## config.mk

```make
export PLATFORM = sky130hd
export DESIGN_NAME = pu_riscv_redirect_ctrl
export DESIGN_NICKNAME = d
export VERILOG_FILES = /design/src/rtl/pu_riscv_verilog_pkg.sv /design/src/rtl/pu_riscv_redirect_ctrl.sv
export SDC_FILE = /design/constraint.sdc
export NUM_CORES = 1
export LEC_CHECK = 0
export CAP_MARGIN = 20
export CORE_MARGIN = 4
export CORE_UTILIZATION = 43
export DETAILED_ROUTE_END_ITERATION = 10
export GPL_ROUTABILITY_DRIVEN = 0
export PLACE_DENSITY = 0.8
export REMOVE_ABC_BUFFERS = 1
export SYNTH_ARGS = -nofsm -noshare
export SYNTH_HDL_FRONTEND = slang
export SYNTH_SLANG_ARGS = --single-unit
```

## constraint.sdc

```tcl
create_clock -name clk -period 2.29 [get_ports clk]
set_clock_uncertainty 0.15 [all_clocks]
set_input_delay 0.229 -clock clk [delete_from_list [all_inputs] [get_ports clk]]
set_output_delay 0.229 -clock clk [all_outputs]
set_load 0.1 [all_outputs]
```

## src/rtl/pu_riscv_verilog_pkg.sv

```systemverilog
// Shared types for the PU RISC-V front-end redirect logic.
package pu_riscv_verilog_pkg;

    // FENCE.I sequencer states
    typedef enum logic [1:0] {
        IDLE  = 2'd0,
        DCWB  = 2'd1,
        ICINV = 2'd2,
        REDIR = 2'd3
    } redir_state_t;

endpackage

```

## src/rtl/pu_riscv_redirect_ctrl.sv

```systemverilog
// PC-redirect arbiter and FENCE.I sequencer feeding the fetch stage.
module pu_riscv_redirect_ctrl
    import pu_riscv_verilog_pkg::*;
#(
    parameter int unsigned        XLEN       = 64,
    parameter logic [XLEN-1:0]    PC_INIT    = XLEN'(64'h8000_0000),
    parameter bit                 HAS_DCACHE = 1'b1
) (
    input  logic            clk,
    input  logic            rstn,
    input  logic            bu_flush,
    input  logic            bu_cacheflush,
    input  logic [XLEN-1:0] bu_nxt_pc,
    input  logic            st_flush,
    input  logic [XLEN-1:0] st_nxt_pc,
    input  logic            du_we_pc,
    input  logic [XLEN-1:0] du_dato,
    output logic            dc_flush_req,
    input  logic            dc_flush_ack,
    output logic            ic_inv_req,
    input  logic            ic_inv_ack,
    output logic            if_redirect,
    output logic [XLEN-1:0] if_redirect_pc,
    output logic            pipe_stall,
    output logic            seq_busy
);

    redir_state_t    state_q, state_d;
    logic [XLEN-1:0] pend_q, pend_d;
    logic            redir_q, redir_d;
    logic [XLEN-1:0] redir_pc_q, redir_pc_d;
    logic            dc_req_q, ic_req_q, busy_q;

    // Trap/debug sources merged by priority; trap beats debug
    logic            ext_valid;
    logic [XLEN-1:0] ext_pc;
    assign ext_valid = st_flush | du_we_pc;
    assign ext_pc    = st_flush ? st_nxt_pc : du_dato;

    // Next-state, pending target and redirect selection
    always_comb begin
        state_d    = state_q;
        pend_d     = pend_q;
        redir_d    = 1'b0;
        redir_pc_d = redir_pc_q;
        unique case (state_q)
            IDLE: begin
                if (ext_valid) begin
                    redir_d    = 1'b1;
                    redir_pc_d = ext_pc;
                end else if (bu_flush && bu_cacheflush) begin
                    pend_d  = bu_nxt_pc;
                    state_d = HAS_DCACHE ? DCWB : ICINV;
                end else if (bu_flush) begin
                    redir_d    = 1'b1;
                    redir_pc_d = bu_nxt_pc;
                end
            end
            DCWB: begin
                if (ext_valid) pend_d = ext_pc;
                if (dc_flush_ack) state_d = ICINV;
            end
            ICINV: begin
                if (ext_valid) pend_d = ext_pc;
                if (ic_inv_ack) begin
                    state_d    = REDIR;
                    redir_d    = 1'b1;
                    redir_pc_d = ext_valid ? ext_pc : pend_q;
                end
            end
            REDIR: begin
                state_d = IDLE;
                // Trap/debug arriving now is serviced as a plain request
                if (ext_valid) begin
                    redir_d    = 1'b1;
                    redir_pc_d = ext_pc;
                end
            end
            default: state_d = IDLE;
        endcase
    end

    // State, target and registered outputs; reset issues the boot redirect
    always_ff @(posedge clk or negedge rstn) begin
        if (!rstn) begin
            state_q    <= IDLE;
            pend_q     <= PC_INIT;
            redir_q    <= 1'b1;
            redir_pc_q <= PC_INIT;
            dc_req_q   <= 1'b0;
            ic_req_q   <= 1'b0;
            busy_q     <= 1'b0;
        end else begin
            state_q    <= state_d;
            pend_q     <= pend_d;
            redir_q    <= redir_d;
            redir_pc_q <= redir_pc_d;
            dc_req_q   <= (state_d == DCWB);
            ic_req_q   <= (state_d == ICINV);
            busy_q     <= (state_d != IDLE);
        end
    end

    assign if_redirect    = redir_q;
    assign if_redirect_pc = redir_pc_q;
    assign dc_flush_req   = dc_req_q;
    assign ic_inv_req     = ic_req_q;
    assign pipe_stall     = busy_q;
    assign seq_busy       = busy_q;

endmodule

```

* Word level (Yosys, flattened, before mapping)
Index checks and enable logic that the tools add are counted.
Widths: inputs -> output; s select.
** Operators by class
- Bitwise gates (word level) :: 1
- Multiplexer cells :: 22
- Equality and inequality tests :: 11
- Reduce and logical (&&, ||, !) cells :: 8
** Operators with widths (count)
- $mux 64 :: 9
- $pmux 64 s3 :: 1
- $pmux 64 s2 :: 1
- $mux 2 :: 4
- $ne 2x2->1 const B :: 4
- $pmux 2 s4 :: 1
- $eq 2x2->1 const B :: 3
- $ne 3x3->1 const B :: 2
- $mux 1 :: 5
- $reduce_and 5->1 :: 1
- $eq 2x1->1 const B :: 2
- $reduce_bool 2->1 :: 2
- $pmux 1 s3 :: 1
- $reduce_and 3->1 :: 1
- $reduce_bool 3->1 :: 1
- $logic_not 2->1 :: 1
- $reduce_or 2->1 :: 1
- $logic_and 1x1->1 :: 1
- $or 1x1->1 :: 1
** Word-level totals
- Input port bits :: 200
- Word-level logic and storage cells :: 49
- Bits in registers :: 134

* Logic depth before layout (Yosys ltp)
- Depth in word-level cells :: 5
- Mapped depth :: 9
- Gate-level depth less buffers :: 6

* Worst setup path before layout
OpenSTA, ideal clock, no wires.
- Path kind :: register -> register
- From :: register state_q[0]
- To :: register redir_pc_q[10], in the netlist if_redirect_pc[10]
- Period minus slack after synthesis :: 2.297 ns
- Setup slack :: -0.007 ns
- Buffers on the path :: 2
- Stages on the path, launching flop included :: 7
- Data required time :: 2.015 ns
- Arrival time :: 2.022 ns
- Cells stage by stage :: dfrtp_1 ha_1 clkbuf_1 a21o_1 a221oi_4 buf_6 mux2_2
** On the way
- Cells in the longest elaborated chain, start to end :: 3
- Elaborated cells on any way between the ends :: 10
- Those cells by class :: eq/ne (6); mux (1); reduce/logical (3)
** RTL lines
- start: declaration :: RTL line pu_riscv_redirect_ctrl.sv:28 : redir_state_t state_q, state_d;
- start signal: assignment :: RTL line pu_riscv_redirect_ctrl.sv:94 : state_q <= state_d;
- $eq 2x2->1 or $logic_not 2->1 (tied branches) :: RTL line pu_riscv_redirect_ctrl.sv:46 : unique case (state_q)
- $ne 2x2->1 (no source line), or another cell as far along
- $reduce_and 5->1 (no source line)
- end signal: assignment :: RTL line pu_riscv_redirect_ctrl.sv:97 : redir_pc_q <= redir_pc_d;
- end: declaration :: RTL line pu_riscv_redirect_ctrl.sv:31 : logic [XLEN-1:0] redir_pc_q, redir_pc_d;
Parallel ways exist; a longest one is shown, timed or not.
A chain may end at the register's enable or synchronous reset.

* Worst setup path after layout
- From :: register state_q[1]
- To :: register redir_pc_q[16], in the netlist if_redirect_pc[16]
The elaborated chain is that of the path after synthesis.

==> impl_metrics.tcl <==
set metrics [dict create \
    status "completed" \
    cts_buffers 17 \
    drv_slew 0 \
    cts.sinks 134 \
    grt_usage_pct 25.8 \
    path_buf_inv 3 \
    start_kind "register" \
    routed_wl_um 30500 \
    dp_slack_ns -0.0455 \
    switching_share_pct 50.9 \
    power_frac_seq_pct 22.7 \
    io_pins 269 \
    antenna_found_initial 2 \
    avgSynthCellArea_um2 9.04 \
    fin_nets 1413 \
    root_buffer "clkbuf_16" \
    syn2layout_area_growth_pct 42.0 \
    p_leak_nw 5.04 \
    internal_power_w 0.00937 \
    design_area_mm2 0.0125 \
    hpwl_um 20300 \
    yosys_warnings 0 \
    ant_nets 0 \
    die_w_um 151 \
    tightestPinTransition_ns 0.612 \
    maxSlewHeadroom_pct 59.2 \
    slowest_stage "dfrtp_1" \
    first_pass_iters 6 \
    finalPower_w 0.0191 \
    drt-wirelength-per-cell_um 20.6 \
    drive_gt1_share_pct 20.1 \
    synth_flop_cell "dfrtp_1" \
    die_y_um 151 \
    insertion_delay_ns 0.42 \
    worstPathRequired_ns 2.44 \
    antenna_cells 0 \
    nFillCells 1615 \
    synthArstFlopShare_pct 100 \
    period_share_pct 96.8 \
    drc 0 \
    grt-ovfl-total 0 \
    cts_tree "yes" \
    yosysSeqAreaShare_pct 38.3 \
    grt_pass1_vias 9020 \
    synth_top_area_share_pct 37.4 \
    dpl_cell_area_mm2 0.0117 \
    path_clk_slew_ns 0.06 \
    setup_viol 0 \
    grt_max_degree 85 \
    rsz0062_at_grt "no" \
    critPathCaptureType "register" \
    final.setup.tns_ns 0 \
    netlist_area_mm2 0.00877 \
    die_area_mm2 0.0228 \
    cpPeakStageDelay_ns 0.44 \
    crit_fanout 29 \
    yosys-top-cells-area "dfrtp_1 37%, mux2_2 11%, o21ai_0 4.9%" \
    num_vias 8902 \
    finalWorstSetupSlack_ns 0.0743 \
    htreeDepth 4 \
    worstPathArrival_ns 2.36 \
    power_density_mw_per_mm2 1530 \
    grt_pass1_wl_um 46600 \
    via_per_inst 6.00 \
    combPwrFrac_pct 61.0 \
    path_cells "inv_1, ha_4, a21o_1, a221oi_4, buf_12, buf_12, mux2_2" \
    min_path_type "in2async" \
    p_switching_w 0.00973 \
    synthDistinctLibCells 37 \
    syn_inst 971 \
    std_cell_rows 51 \
    clock.fmax_mhz 451 \
    synth_edf_count 0 \
    yosysTopAreaCell "dfrtp_1" \
    ys_ff_latch 134 \
    min_period_ns 2.22 \
    path_delay_family "buffers and inverters" \
    crit_top_cell "buf_12" \
    hold_slack_ns 0.254 \
    io_buffers 268 \
    clkPwrFrac_pct 16.2 \
    ir_worst_vdd_v 0.00139 \
    start_util_pct 44.4 \
    core_mm2 0.0198 \
    path_class "reg2reg" \
    max_cap_violations 0 \
    hold_viol 0 \
    drtIter0Drc 678 \
    ctsLongestPathBuffers 2 \
]
what timing repair did:
item | CTS | global route
gates cloned | 0 | 1
endpoints found under the hold margin | 53 | 0
buffers inserted | 0 | 1
resized for setup | 1 | 5
endpoints found under the setup margin | 2 | 29
pin swaps | 0 | 1
hold buffers | 1 | 0
kinds of logic (layout without fill, tap and decap cells):
kind of cell / count (synthesis) / count (layout) / synth area share, %
muxes: 124 / 124 / 15.4
adders and majority gates: 7 / 7 / 0.998
DFF: 134 / 134 / 38.3
and+or+nand+nor: 293 / 293 / 16.5
AOI/OAI and AO/OA: 312 / 312 / 23.8
buffers and inverters: 101 / 349 / 5.12
sequential cells by signal, indices dropped and copies added, names as in the netlist:
name and cells:
state_q 2, if_redirect 1, pipe_stall 1, if_redirect_pc 64, dc_flush_req 1, pend_q 64
ic_inv_req 1
through the flow:
step,util [%],cells
5_1_grt,63.0,1484
4_1_cts,62.6,1482
2_1_floorplan,-,875
6_report,63.0,1484
3_3_place_gp,59.2,1449
3_5_place_dp,59.2,1449
worst paths after layout:
check / start / endpoint / slack [ns] / depth (start not counted)
min in group clk: st_flush / if_redirect_pc[19]$_DFFE_PN0P_ / 0.26 / 3
hold reg to reg: if_redirect_pc[7]$_DFFE_PN0P_ / if_redirect_pc[7]$_DFFE_PN0P_ / 0.35 / 1
max in group asynchronous: rstn / if_redirect_pc[46]$_DFFE_PN0P_ / 1.01 / 3
setup reg to reg: state_q[1]$_DFF_PN0_ / if_redirect_pc[16]$_DFFE_PN0P_ / 0.07 / 7
setup / recovery: state_q[1]$_DFF_PN0_ / if_redirect_pc[16]$_DFFE_PN0P_ / 0.07 / 7
hold / removal: rstn / ic_inv_req$_DFF_PN0_ / 0.25 / 2
power groups by stage:
| stage | sequential (W) | clock (W) | combinational [W] |
|---|---|---|---|
| after floorplan | 0.00863 | 0 | 0.00387 |
| after global placement | 0.00430 | 0 | 0.0113 |
| after detailed placement | 0.00433 | 0 | 0.0115 |
| after CTS | 0.00432 | 0.00312 | 0.0115 |
| after global routing | 0.00447 | 0.00323 | 0.0122 |
| final | 0.00434 | 0.00310 | 0.0117 |
final cells by class:
class / count / area [um2] / area share (%)
clock inverters: 6 / 135 / 1.08
flip-flops and latches: 134 / 3360 / 27.0
well taps: 265 / 332 / 2.66
multi-input cells: 736 / 5040 / 40.5
inverters: 5 / 18.8 / 0.151
clock buffers: 26 / 529 / 4.25
repair buffers: 312 / 3040 / 24.4
cell usage in the layout, fill, tap and decap left out, types with 5 or more instances in the layout:
cell / count
o21ai_0: 85
o221ai_1: 47
nor2b_1: 66
clkbuf_8: 7
nand2_1: 109
nand2b_1: 5
dfrtp_1: 131
buf_4: 95
nor2_1: 65
a221o_1: 21
a21oi_1: 79
buf_12: 14
clkdlybuf4s50_1: 196
a221oi_1: 19
mux2_2: 84
clkbuf_16: 18
a22oi_1: 47
mux2i_1: 39
nor3b_1: 38
Yosys cell counts, types with 11 or more instances:
master,instances
a21oi_1,80
a221o_1,21
a221oi_1,21
a22oi_1,47
buf_2,11
clkbuf_1,66
dfrtp_1,131
mux2_2,84
mux2i_1,39
nand2_1,109
nor2_1,66
nor2b_1,66
nor3b_1,38
o21ai_0,86
o221ai_1,47
per-layer routing:
metal | up-vias | routed length, um | GRT usage (%) | part of all wire (%)
li1 | 4046 | - | - | -
met1 | 4314 | 12100 | 32.5 | 40
met2 | 469 | 14800 | 44.0 | 49
met3 | 69 | 2900 | 6.19 | 9.5
met4 | 4 | 706 | 7.98 | 2.3
met5 | - | 26 | 0 | 0.085
(Power assumes the default switching activity.)
